<file path="src/rtl/mod_n_counter_arbiter.sv">
// mod_n_counter_arbiter: one shared mod-N counter, lent round-robin to up to R requesters.
// The owner gets one full period from 0 to len-1. It then receives a one-cycle done pulse,
// and the block re-arbitrates.
//
// Ports:
//   clk    rising-edge clock
//   rst    asynchronous active-low reset
//   req    per-requester request level, held until done
//   len    per-requester modulus, requester i uses len[i*W +: W]
//   grant  one-hot owner of the counter, zero when not running
//   q      current count of the shared counter
//   busy   high while running or signalling completion
//   done   one-cycle completion pulse to the owner
module mod_n_counter_arbiter #(
  parameter int unsigned R = 4,
  parameter int unsigned W = 4
) (
  input  logic           clk,
  input  logic           rst,
  input  logic [R-1:0]   req,
  input  logic [R*W-1:0] len,
  output logic [R-1:0]   grant,
  output logic [W-1:0]   q,
  output logic           busy,
  output logic [R-1:0]   done
);

  localparam int unsigned IW = (R > 1) ? $clog2(R) : 1;

  typedef enum logic [1:0] {StIdle, StRun, StDone} state_e;

  state_e          state_q, state_d;
  logic [IW-1:0]   owner_q, owner_d;
  logic [IW-1:0]   rr_q, rr_d;
  logic [W-1:0]    n_q, n_d;
  logic [W-1:0]    cnt_q, cnt_d;
  logic [R-1:0]    grant_q, grant_d;
  logic [R-1:0]    done_q, done_d;

  logic            sel_valid;
  logic [IW-1:0]   sel_idx;
  logic [W-1:0]    sel_len;

  // Index arithmetic modulo R (R need not be a power of two).
  function automatic logic [IW-1:0] wrap_add(logic [IW-1:0] a, int unsigned b);
    int unsigned s;
    s = 32'(a) + b;
    if (s >= R) s = s - R;
    return IW'(s);
  endfunction

  // Round-robin pick: first set request scanning from rr_q upwards.
  always_comb begin
    sel_valid = 1'b0;
    sel_idx   = '0;
    for (int unsigned i = 0; i < R; i++) begin
      if (!sel_valid && req[wrap_add(rr_q, i)]) begin
        sel_valid = 1'b1;
        sel_idx   = wrap_add(rr_q, i);
      end
    end
    sel_len = len[32'(sel_idx)*W +: W];
  end

  always_comb begin
    state_d = state_q;
    owner_d = owner_q;
    rr_d    = rr_q;
    n_d     = n_q;
    cnt_d   = cnt_q;
    grant_d = grant_q;
    done_d  = '0;
    unique case (state_q)
      StIdle: begin
        grant_d = '0;
        cnt_d   = '0;
        if (sel_valid) begin
          state_d = StRun;
          owner_d = sel_idx;
          // A zero modulus behaves as a single-cycle period.
          n_d     = (sel_len == '0) ? W'(1) : sel_len;
          grant_d = R'(1) << sel_idx;
          rr_d    = wrap_add(sel_idx, 1);
        end
      end
      StRun: begin
        // Abort wins over completion on the same edge.
        if (!req[owner_q]) begin
          state_d = StIdle;
          cnt_d   = '0;
          grant_d = '0;
        end else if (cnt_q == n_q - W'(1)) begin
          state_d = StDone;
          cnt_d   = '0;
          grant_d = '0;
          done_d  = R'(1) << owner_q;
        end else begin
          cnt_d = cnt_q + W'(1);
        end
      end
      StDone: begin
        state_d = StIdle;
        grant_d = '0;
        cnt_d   = '0;
      end
      default: begin
        state_d = StIdle;
        grant_d = '0;
        cnt_d   = '0;
      end
    endcase
  end

  always_ff @(posedge clk or negedge rst) begin
    if (!rst) begin
      state_q <= StIdle;
      owner_q <= '0;
      rr_q    <= '0;
      n_q     <= W'(1);
      cnt_q   <= '0;
      grant_q <= '0;
      done_q  <= '0;
    end else begin
      state_q <= state_d;
      owner_q <= owner_d;
      rr_q    <= rr_d;
      n_q     <= n_d;
      cnt_q   <= cnt_d;
      grant_q <= grant_d;
      done_q  <= done_d;
    end
  end

  assign grant = grant_q;
  assign q     = cnt_q;
  assign busy  = (state_q != StIdle);
  assign done  = done_q;

endmodule

</file>
<file path="config.mk">
export PLATFORM = sky130hd
export DESIGN_NAME = mod_n_counter_arbiter
export DESIGN_NICKNAME = d
export VERILOG_FILES = /design/src/rtl/mod_n_counter_arbiter.sv
export SDC_FILE = /design/constraint.sdc
export NUM_CORES = 1
export LEC_CHECK = 0
export CAP_MARGIN = 20
export CELL_PAD_IN_SITES_DETAIL_PLACEMENT = 1
export CELL_PAD_IN_SITES_GLOBAL_PLACEMENT = 1
export CORE_MARGIN = 8
export CORE_UTILIZATION = 53
export CTS_BUF_LIST = sky130_fd_sc_hd__clkbuf_4 sky130_fd_sc_hd__clkbuf_8
export DETAILED_ROUTE_END_ITERATION = 12
export DONT_BUFFER_PORTS = 1
export GPL_ROUTABILITY_DRIVEN = 0
export PLACE_DENSITY = 0.95
export SYNTH_ARGS = -nofsm -noshare
export SYNTH_HDL_FRONTEND = slang
export SYNTH_SLANG_ARGS = --single-unit
</file>
<file path="constraint.sdc">
create_clock -name clk -period 2.7 [get_ports clk]
set_clock_uncertainty 0.1 [all_clocks]
set_input_delay 0.135 -clock clk [delete_from_list [all_inputs] [get_ports clk]]
set_output_delay 0.135 -clock clk [all_outputs]
set_load 0.02 [all_outputs]
</file>
# ---- Word level (Yosys, flattened, before mapping)
# Cells that the tools add are included.
dict set report word_totals {
  ff_bits 22
  in_bits 22
  out_inout_bits 13
  wordCells 84
}
dict set report classes {
  n_addsub 11
  order_cmp 10
  n_eq_ne 4
  shift 3
  muxes 38
  reduce_logical 11
}
# cell count
set ops {}
lappend ops {{two-way mux 4 bit} 10}
lappend ops {{two-way mux 2 bit} 12}
lappend ops {{indexed part select 16 x 5 -> 4 bit} 1}
lappend ops {{< comparator 2 x 3 -> 1 bit, second input constant} 5}
lappend ops {{greater-or-equal comparator 3 bit, second input constant} 4}
lappend ops {{binary-select mux 1 bit (select 2 bit)} 5}
lappend ops {{subtractor 2 x 1 -> 2 bit, second input constant} 5}
lappend ops {{two-way mux 1 bit} 9}
lappend ops {{one-hot mux 4 bit (2 select lines)} 1}
lappend ops {{left shift 1 x 2 -> 4 bit, first input constant} 2}
lappend ops {{adder 2 x 1 -> 3 bit, second input constant} 2}
lappend ops {{adder 2 x 2 -> 3 bit, second input constant} 2}
lappend ops {{adder 4 x 1 -> 4 bit, second input constant} 1}
lappend ops {{equality test 4 bit} 1}
lappend ops {{logical NOT 4 bit} 1}
lappend ops {{one-hot mux 2 bit (2 select lines)} 1}
lappend ops {{AND reduction 2 bit} 2}
lappend ops {{subtractor 4 x 1 -> 4 bit, second input constant} 1}
lappend ops {{greater-or-equal comparator 2 x 3 -> 1 bit, second input constant} 1}
lappend ops {{logical AND 1 bit} 3}
lappend ops {{logical NOT 1 bit} 3}
lappend ops {{inequality test 3 bit, second input constant} 1}
lappend ops {{equality test 2 x 1 -> 1 bit, second input constant} 1}
lappend ops {{logical NOT 2 bit} 1}
lappend ops {{2 further kinds} 2}

# ---- Logic depth before layout (Yosys ltp)
# Gate-level depths: netlist of run 1.
dict set report depth {
  word_depth 17
  depth_mapped 8
  ltp_nobuf 8
}

# ---- Least setup slack after synthesis of run 1
# OpenSTA, ideal clock, no wires.
dict set report synth_path {
  kind {register to register}
  start {register rr_q[1]}
  end {register n_q[0]}
  setup_time_ps 97
  t_arrival_ps 1636
  required_ps 2503
  setup_slack_ps 867
  stages_incl_launch_ff 9
  path_buffers 1
  period_less_slack_ps 1833
  path_cell_list {dfrtp_1 > buf_6 > mux2i_1 > a32o_2 > nor2_8 > mux2i_1 > mux2_2 > a31oi_1 > a21oi_1}
}
dict set report synth_between {
  elab_chain_len 17
  word_cells_on_any_way 41
  cone_classes {7 x add/sub; 4 x order compare; 1 x shift; 21 x mux; 8 x reduce/logical}
}
# item line_no
set synth_rtl {}
lappend synth_rtl {{start, declared} 34} ;# logic [IW-1:0] rr_q, rr_d;
lappend synth_rtl {{start signal, assigned} 126} ;# rr_q <= rr_d;
lappend synth_rtl {{branches (longest 13 deep; another with adder 2 x 1 -> 3 bit)} n/a}
lappend synth_rtl {{two-way mux 2 bit (*)} 57} ;# if (!sel_valid && req[wrap_add(rr_q, i)]) begin
lappend synth_rtl {{net sel_idx[0]} 41} ;# logic [IW-1:0] sel_idx;
lappend synth_rtl {{indexed part select 16 x 5 -> 4 bit (*)} 62} ;# sel_len = len[32'(sel_idx)*W +: W];
lappend synth_rtl {{logical NOT 4 bit} 81} ;# n_d = (sel_len == '0) ? W'(1) : sel_len;
lappend synth_rtl {{two-way mux 4 bit (*)} 81}
lappend synth_rtl {{end signal, assigned} 127} ;# n_q <= n_d;
lappend synth_rtl {{end, declared} 35} ;# logic [W-1:0] n_q, n_d;
# Mark *: on every way through the listed nets, which the timed path passes. The select of a mux whose other input is x is not followed.
# A chain may end at the register's enable or synchronous reset.

# ---- Final worst setup path of run 1
dict set report layout_path {
  start {register n_q[0]}
  end {register grant_q[3], in the netlist grant[3]}
}
dict set report layout_between {
  elab_chain_len 3
}
# item line_no
set layout_rtl {}
lappend layout_rtl {{subtractor 4 x 1 -> 4 bit} 92} ;# end else if (cnt_q == n_q - W'(1)) begin
lappend layout_rtl {{equality test 4 bit} 92}
lappend layout_rtl {{inequality test 3 bit (no line)} n/a}
lappend layout_rtl {{end signal, assigned} 129} ;# grant_q <= grant_d;
lappend layout_rtl {{end, declared} 37} ;# logic [R-1:0] grant_q, grant_d;
# No other way between the ends.

==> flow_summary.yaml, run 1 <==
outcome:
  status: "finished clean"
drt:
  vias: 857
  drc: 0
  wirelength_um: 2820
  wl_per_cell_um: 19.7
  initialDrtViolationCount: 23
  viasPerCell: 5.99
  ant_nets: 0
  drt_first_pass_iters: 4
synth:
  ys_warn_count: 0
  synth_cell_types: 33
  syn_inst: 111
  ys_top_cells_by_count: "dfrtp_1, nand2_1, mux2i_1, nor2_1, ha_1"
  synth_edf_count: 0
  syn_area_um2: 1200
  synth.net_count: 139
  synth_top_cell_area_share: 0.438
  synth_most_common_cell: "dfrtp_1"
  postSynth.asyncResetShare: 1.00
  synth.area.top_cells: "dfrtp_1, mux2i_1, ha_1"
  yosysSeqAreaShare: 0.459
  synth-main-ff-cell: "dfrtp_1"
  synth_area_per_cell_um2: 10.8
  synth_top_cell_by_area: "dfrtp_1"
  synth-seq-cells: 22
clock_network:
  cts.sinks: 22
  cts_setup_buffers: 0
  worstSkewPairLatency_ps: 310
  cts-buffers-inserted: 3
  h-tree-depth: 1
  cts_tree: "yes"
  clock-root-buffer: "clkbuf_4"
  clk_pin_slew_ps: 120
  cts_buffer_depth: 2
critical_path:
  critPathKind: "reg2reg"
  endpoint_kind: "register"
  crit_required_ps: 2850
  crit_arrival_ps: 2190
  reg2reg_slack_ps: 670
  r2r_cells: 6
  worstReg2RegStart: "n_q[0]"
  cp-start-kind: "register"
  worst-path-max-fanout: 5
  r2r-end: "grant[3]"
global_routing:
  grtUsageTotal: 0.143
  grt_pass1_wl_um: 4730
  grt_pass1_vias: 980
  grt-ovfl-total: 0
  antenna_found_initial: 0
  grt_start_max_net_pins: 23
pwr:
  switchingPower_mw: 0.631
  leakagePower_nw: 0.644
  clkPwrFrac: 0.128
  p_total_mw: 1.43
  power.density_nw_per_um2: 1110
  intPower_mw: 0.803
  swShare: 0.440
  vdd_drop_max_mv: 0.576
  p_comb_frac: 0.445
  power_frac_seq: 0.427
timing:
  worst_pin_slew_ps: 594
  final.period_utilization: 0.753
  slew_headroom: 0.604
  setup_violations: 0
  fin_tns_setup_ps: 0
  slew_violations: 0
  grt_setup_unrepaired: "no"
  hold_viol_final: 0
  layout_min_cycle_time_ps: 2030
  fmax_ghz: 0.492
die:
  die_w_um: 63.6
  die_h_um: 63.6
  ioPinCount: 35
  die-area_um2: 4050
  coreArea_um2: 2170
  start_util: 0.554
  fp-row-count: 17
finish:
  diodes: 0
  synthToLayoutAreaGrowth_pct: 7.81
  fin_util: 0.597
  nFillCells: 239
  fin_nets: 144
  drive_gt1_frac: 0.122
worst_hold_path:
  hold_path.class: "in2async"
placement:
  dp_hpwl_um: 2150
  io_buffers: 0
flow_run:
  drv_cap: 0
layout by cell type, fill, tap and decap left out:
cell and n:
a22o_1 4, nor2_8 1, nand3_1 1, a21oi_2 1, mux2_2 3, nand3b_1 1
dlygate4sd3_1 1, mux2i_1 11, and3_1 1, mux4_2 1, clkbuf_8 1, nor4b_1 1
nand4_1 1, or2_2 1, a31oi_1 1, o21ai_1 3, nor2_1 8, nand2b_1 3
and2_1 1, nor4_1 1, nor3_1 2, a32o_2 1, o21ai_0 1, clkbuf_4 3
a21o_1 2, inv_1 5, buf_16 1, xor2_1 5, nor2b_1 1, nand2_1 12
xnor2_1 3, dfstp_2 1, a21oi_1 5, dfrtp_1 21, ha_1 6
power groups by stage:
stage	Sequential (mW)	Combinational (mW)	Clock, mW
4_1_cts	0.613	0.638	0.187
5_1_grt	0.631	0.726	0.200
3_3_place_gp	0.607	0.585	0
2_1_floorplan	0.574	0.534	0
3_5_place_dp	0.619	0.626	0
6_report	0.613	0.639	0.183
timing repair:
action,4_1_cts,5_1_grt
hold buffers,1,0
endpoints found under the hold margin,22,0
resized for setup,0,0
routing by layer:
metal  global-route usage  part of all wire
met2                0.261              0.54
met1                0.152              0.39
met3               0.0389             0.063
met4               0.0501             0.011
met5                    0                 0
worst max-delay path by stage:
stage / from / endpoint / slack [ps] / cells after the start
2_1_floorplan: rr_q[1] / n_q[0] / 870 / 8
3_3_place_gp: n_q[0] / grant[0] / 730 / 6
3_5_place_dp: n_q[0] / grant[1] / 690 / 6
4_1_cts: n_q[0] / grant[2] / 650 / 6
5_1_grt: n_q[0] / grant[1] / 480 / 6
6_report: n_q[0] / grant[3] / 670 / 6
per-stage QoR:
step	worst slack [ps]	hold slack, ps	instance area, µm²	instances
2_1_floorplan	867	-261	1200	111
3_3_place_gp	731	-260	1220	137
3_5_place_dp	692	-260	1220	137
4_1_cts	655	75.1	1270	142
5_1_grt	476	25.9	1290	143
6_report	666	29.2	1290	143
area by class of cell:
class	count	area [µm²]	area share
Timing Repair Buffer	2	37.5	0.0290
Multi-Input combinational cell	82	616	0.475
Sequential cell	22	552	0.426
Tap cell	28	35.0	0.0271
Clock buffer	4	36.3	0.0280
Inverter	5	18.8	0.0145
critical path, cell delays in order (launching register included):
cell and delay (ps):
dfstp_2 580, inv_1 50, ha_1 300, xor2_1 160, nand4_1 200, nor2b_1 370
a22o_1 210
kinds of logic (layout without fill, tap and decap cells):
family	Yosys count	count (layout)	share of synthesized area
AOI/OAI and AO/OA	18	18	0.101
xor gates and xnor gates	8	8	0.0583
adders and majority gates	6	6	0.0625
buffers and inverters	7	11	0.0281
DFF	22	22	0.459
muxes	15	15	0.139
and+or+nand+nor	35	35	0.152
registers in the layout, summed over array words and instances, names as in the netlist:
name and cells:
done 4, owner_q 2, rr_q 2, grant 4, state_q 2, n_q 4, q 4
Power figures use the tool's default switching activity.
==> inputs of run 2 (changes only) <==
--- a/config.mk
+++ b/config.mk
@@ -5,16 +5,18 @@
 export SDC_FILE = /design/constraint.sdc
 export NUM_CORES = 1
 export LEC_CHECK = 0
+export ABC_AREA = 1
 export CAP_MARGIN = 20
 export CELL_PAD_IN_SITES_DETAIL_PLACEMENT = 1
 export CELL_PAD_IN_SITES_GLOBAL_PLACEMENT = 1
+export CORE_ASPECT_RATIO = 2
 export CORE_MARGIN = 8
-export CORE_UTILIZATION = 53
+export CORE_UTILIZATION = 46
 export CTS_BUF_LIST = sky130_fd_sc_hd__clkbuf_4 sky130_fd_sc_hd__clkbuf_8
 export DETAILED_ROUTE_END_ITERATION = 12
 export DONT_BUFFER_PORTS = 1
 export GPL_ROUTABILITY_DRIVEN = 0
-export PLACE_DENSITY = 0.95
+export PLACE_DENSITY = 0.91
 export SYNTH_ARGS = -nofsm -noshare
 export SYNTH_HDL_FRONTEND = slang
 export SYNTH_SLANG_ARGS = --single-unit
==> constraint.sdc (replaced) <==
create_clock -name clk -period 2 [get_ports clk]
set_clock_uncertainty 0.1 [all_clocks]
set_input_delay 0.1 -clock clk [delete_from_list [all_inputs] [get_ports clk]]
set_output_delay 0.1 -clock clk [all_outputs]
set_load 0.02 [all_outputs]
==> flow_summary.yaml, run 2 <==
timing:
  setup_violations: 7
  fmax_ghz: 0.466
  hold_viol_final: 0
  slew_violations: 0
  setup_slack_ps: -145
  layout_min_cycle_time_ps: 2150
  slew_headroom: 0.757
  grt_setup_unrepaired: "yes"
  final.period_utilization: 1.07
  worst_pin_slew_ps: 363
clock_network:
  clock-root-buffer: "clkbuf_8"
  clk_pin_slew_ps: 70
  cts_buffer_depth: 2
  cts-buffers-inserted: 3
  worstSkewPairLatency_ps: 270
  cts.sinks: 22
  h-tree-depth: 1
  cts_tree: "yes"
finish:
  multiInputGateArea_um2: 978
  drive_gt1_frac: 0.360
  fin_nets: 268
  synthToLayoutAreaGrowth_pct: 35.1
  seq_area_um2: 554
  finish.instance_area_um2: 2020
  final_common_cell: "nand2_1"
  nFillCells: 391
  diodes: 0
  mostFrequentLayoutCells: "nand2_1, inv_1, nand2_2, dfrtp_1, buf_4"
drt:
  drt_first_pass_iters: 4
  drc: 0
  ant_nets: 0
  vias: 1545
  initialDrtViolationCount: 30
  wl_per_cell_um: 21.9
  viasPerCell: 5.72
  wirelength_um: 5900
die:
  die_h_um: 96.6
  die_w_um: 56.3
  coreArea_um2: 3120
  ioPinCount: 35
  fp-row-count: 29
  die-area_um2: 5430
  start_util: 0.478
critical_path:
  endpoint_kind: "register"
  r2r_cells: 16
  cp_slowest_cell: "dfrtp_2"
  crit_path_end: "n_q[0]"
  critPathTopFamily: "simple AND/OR/NAND/NOR gates"
  worst-path-max-fanout: 8
  cp-start-kind: "register"
  crit_start: "rr_q[0]"
  worstReg2RegStart: "rr_q[0]"
  reg2reg_slack_ps: -150
  crit_required_ps: 2110
  r2r-end: "n_q[0]"
  cpMostUsedCell: "nand2_4"
  crit_arrival_ps: 2260
  crit_chain: "buf_8 > clkinv_8 > nand2_4 > nand2_4 > nand2_4 > nand2_4 > nor2_4 > nand3_4 > nand3_4 > buf_6 > nand2_1 > nand3_1 > nand2_2 > nor2_1 > nand2_1 > nand2_1"
  critPathKind: "reg2reg"
  critPathBufInv: 3
  path_depth: 16
  slowest_delay_ps: 410
global_routing:
  grt_start_max_net_pins: 23
  grt-ovfl-total: 0
  grtUsageTotal: 0.162
  grt_pass1_wl_um: 7080
  antenna_found_initial: 0
  grt_pass1_vias: 1620
placement:
  dp_hpwl_um: 3140
  io_buffers: 0
  placed_area_um2: 1670
worst_hold_path:
  hold_path.class: "in2reg"
  min_from: "len[0]"
synth:
  synth.net_count: 238
  synth-main-ff-cell: "dfrtp_1"
  syn_inst: 210
  yosysSeqAreaShare: 0.370
  ys_top_cells_by_count: "nand2_1, inv_1, dfrtp_1, nand3_1, nor2_1"
  synth_top_cell_by_area: "dfrtp_1"
  synth_edf_count: 0
  postSynth.asyncResetShare: 1.00
  synth.area.top_cells: "dfrtp_1, nand2_1, inv_1"
  synth_most_common_cell: "nand2_1"
  synth_top_cell_area_share: 0.352
  synth_area_per_cell_um2: 7.11
  ys_warn_count: 0
  synth-seq-cells: 22
  syn_area_um2: 1490
  synth_cell_types: 26
outcome:
  failed_checks: "negative setup slack"
  status: "finished with violations"
flow_run:
  drv_cap: 0
run 2: cell types whose count changed after synthesis, moves of 7 or more:
cell	before	now
nand3_1	1	20
nand2_2	0	7
nand2_1	12	71
inv_1	5	30
mux2i_1	11	0
run 2: layer usage:
metal  up-vias  GRT usage  wire length, µm
li1        719          -                -
met1       761      0.139             2020
met2        47      0.333             3450
met3        18     0.0236              182
met4         0     0.0968              246
met5         -          0                0
run 2: layout make-up:
class                           instances  share of cell area
Clock buffer                            4              0.0242
Inverter                               35              0.0763
Multi-Input combinational cell        151               0.485
Sequential cell                        22               0.275
Tap cell                               31              0.0192
Timing Repair Buffer                   26               0.116
Timing Repair inverter                  1             0.00434
run 2: worst min-delay path by stage:
stage	end	cells past startpoint
floorplan	done[0]	0
global placement	done[0]	0
detailed placement	done[0]	0
CTS	n_q[0]	6
global route	n_q[0]	6
finish	n_q[0]	6
run 2: cells by family (layout without fill, tap and decap cells):
kind of cell / after synthesis / count (layout) / synth area share
compound gates: 9 / 9 / 0.0352
xor+xnor: 8 / 8 / 0.0469
fa+ha+maj: 6 / 6 / 0.0503
buf+inv: 37 / 66 / 0.102
flops: 22 / 22 / 0.370
simple gates: 128 / 128 / 0.396
run 2: repair_timing:
item                       in CTS  in global routing
setup buffers                   3                  0
hold endpoints to repair       22                  1
hold buffers                    1                  1
pin swaps                       6                 23
gates resized for setup        17                 52
setup endpoints to repair      14                 12
cloned                          0                  1
run 2: per-stage QoR:
stage	setup TNS [ps]	cells	setup WS [ps]	utilization	hold slack, ps
global route	-1820	270	-257	0.646	140
floorplan	0	210	110	-	-296
global placement	-141	260	-57.6	0.536	-295
CTS	0	267	2.06	0.573	58.7
detailed placement	-574	260	-109	0.536	-295
finish	-370	270	-145	0.646	82.9
run 2: tightest hold or removal path: stages:
cell and delay [ps]:
nand2_1 40, nand2_1 50, nand2_1 50, nand3_1 80
nand2_1 70, nand2_1 60
Power of run 2 is not shown: default switching activity piles up to over one toggle a cycle in this logic, so the estimate is an artifact.
==> inputs of run 3 (changes only) <==
--- a/config.mk
+++ b/config.mk
@@ -11,12 +11,12 @@
 export CELL_PAD_IN_SITES_GLOBAL_PLACEMENT = 1
 export CORE_ASPECT_RATIO = 2
 export CORE_MARGIN = 8
-export CORE_UTILIZATION = 46
+export CORE_UTILIZATION = 40
 export CTS_BUF_LIST = sky130_fd_sc_hd__clkbuf_4 sky130_fd_sc_hd__clkbuf_8
 export DETAILED_ROUTE_END_ITERATION = 12
 export DONT_BUFFER_PORTS = 1
 export GPL_ROUTABILITY_DRIVEN = 0
-export PLACE_DENSITY = 0.91
+export PLACE_DENSITY = 0.82
 export SYNTH_ARGS = -nofsm -noshare
 export SYNTH_HDL_FRONTEND = slang
 export SYNTH_SLANG_ARGS = --single-unit
==> flow_summary.yaml, run 3 (synthesized netlist as in run 2, its figures left out) <==
outcome:
  failed_checks: "negative setup slack"
  status: "finished with violations"
critical_path:
  slowest_delay_ps: 440
  crit_required_ps: 2040
  cp-start-kind: "register"
  cpMostUsedCell: "nand2_4"
  critPathKind: "reg2reg"
  critPathBufInv: 2
  critPathTopFamily: "simple AND/OR/NAND/NOR gates"
  crit_chain: "buf_6 > nand2_1 > nand3_2 > nand2_2 > nand2_4 > nand2_4 > nand2_4 > nand3_4 > inv_4 > ha_1 > nand2_1 > o21ai_1"
  endpoint_kind: "register"
  cp_slowest_cell: "dfrtp_2"
  crit_arrival_ps: 2190
  worst-path-max-fanout: 5
timing:
  layout_min_cycle_time_ps: 2150
  fmax_ghz: 0.464
  setup_violations: 11
  slew_violations: 0
  slew_headroom: 0.798
  hold_viol_final: 0
  worst_pin_slew_ps: 299
  setup_slack_ps: -154
  fin_tns_setup_ps: -615
  grt_setup_unrepaired: "yes"
  final.period_utilization: 1.08
finish:
  drive_gt1_frac: 0.381
  fin_util: 0.577
  synthToLayoutAreaGrowth_pct: 39.4
  final_common_cell: "nand2_1"
  mostFrequentLayoutCells: "nand2_1, inv_1, buf_4, dfrtp_1, nand2_2"
  diodes: 0
  instances_no_fill: 293
  fin_nets: 273
drt:
  vias: 1516
  wirelength_um: 5120
  viasPerCell: 5.17
  ant_nets: 0
  drt_first_pass_iters: 4
  wl_per_cell_um: 17.5
  drc: 0
  initialDrtViolationCount: 30
die:
  start_util: 0.414
  ioPinCount: 35
  die_w_um: 59.2
  fp-row-count: 31
  coreArea_um2: 3610
  die-area_um2: 6060
  die_h_um: 102
clock_network:
  cts.sinks: 22
  h-tree-depth: 1
  cts-buffers-inserted: 3
  clk_pin_slew_ps: 80
  cts_buffer_depth: 2
  clock-root-buffer: "clkbuf_8"
  worstSkewPairLatency_ps: 260
  cts_tree: "yes"
global_routing:
  grt-ovfl-total: 0
  grt_pass1_vias: 1433
  grtUsageTotal: 0.134
  met2_usage: 0.258
  antenna_found_initial: 0
  groute.layer.met1.usage: 0.125
  grt_util_met3: 0.0277
  grt_start_max_net_pins: 23
  grt_pass1_wl_um: 6390
  grt.busiest_layer: "met2"
worst_hold_path:
  hold_path.class: "in2async"
placement:
  place_inst: 275
  io_buffers: 0
  dp_hpwl_um: 3260
pwr:
  power.density_nw_per_um2: 2160
  leakagePower_nw: 1.12
  vdd_drop_max_mv: 1.31
  p_total_mw: 4.49
flow_run:
  drv_cap: 0
run 3: cell types whose count changed in the layout (fill, tap and decap cells not counted), moves of 2 or more:
cell | previous run | this run
inv_2 | 3 | 5
nor2_2 | 0 | 3
nand2_4 | 10 | 12
nor2_4 | 3 | 1
buf_4 | 17 | 20
nand2_2 | 20 | 17
buf_6 | 5 | 8
run 3: layer usage:
| metal | part of all wire | vias to the layer above |
|---|---|---|
| li1 | - | 726 |
| met1 | 0.34 | 744 |
| met2 | 0.59 | 36 |
| met3 | 0.042 | 10 |
| met4 | 0.030 | 0 |
| met5 | 0 | - |
run 3: what timing repair did:
item | 4_1_cts | 5_1_grt
setup endpoints to repair | 8 | 13
gates resized for setup | 3 | 65
setup buffers | 0 | 10
gates cloned | 0 | 2
endpoints found under the hold margin | 22 | 0
hold buffers | 1 | 0
pin swaps | 1 | 31
run 3: where the power goes:
| part | total, mW | leakage (nW) | switching (mW) | internal [mW] |
|---|---|---|---|---|
| Combinational | 3.43 | 0.815 | 2.06 | 1.37 |
| Clock | 0.298 | 0.0262 | 0.142 | 0.156 |
| Sequential | 0.758 | 0.282 | 0.154 | 0.604 |
| Total | 4.49 | 1.12 | 2.36 | 2.13 |
run 3: layout make-up:
type | instances | area, µm²
Timing Repair inverter | 1 | 6.26
Sequential cell | 22 | 554
Tap cell | 49 | 61.3
Timing Repair Buffer | 30 | 265
Multi-Input combinational cell | 152 | 998
Fill cell | 457 | 1530
Clock buffer | 4 | 48.8
Inverter | 35 | 146
run 3: stage by stage:
step | hold WS [ps] | instance area (µm²) | worst slack (ps)
2_1_floorplan | -296 | 1490 | 110
3_3_place_gp | -295 | 1670 | -23.5
3_5_place_dp | -295 | 1670 | -72.2
4_1_cts | 36.9 | 1740 | 6.74
5_1_grt | 8.09 | 2080 | -272
6_report | 8.41 | 2080 | -154
run 3: path summary, 6_finish.rpt:
check / cells after the start / slack [ps] / from / endpoint
min in group clk: 6 / 60 / len[12] / n_q[0]
setup reg to reg: 12 / -150 / rr_q[0] / rr_q[1]
setup / recovery: 12 / -150 / rr_q[0] / rr_q[1]
hold reg to reg: 1 / 430 / owner_q[0] / done[2]
max in group asynchronous: 2 / 1320 / rst / n_q[0]
hold / removal: 1 / 8 / rst / done[0]
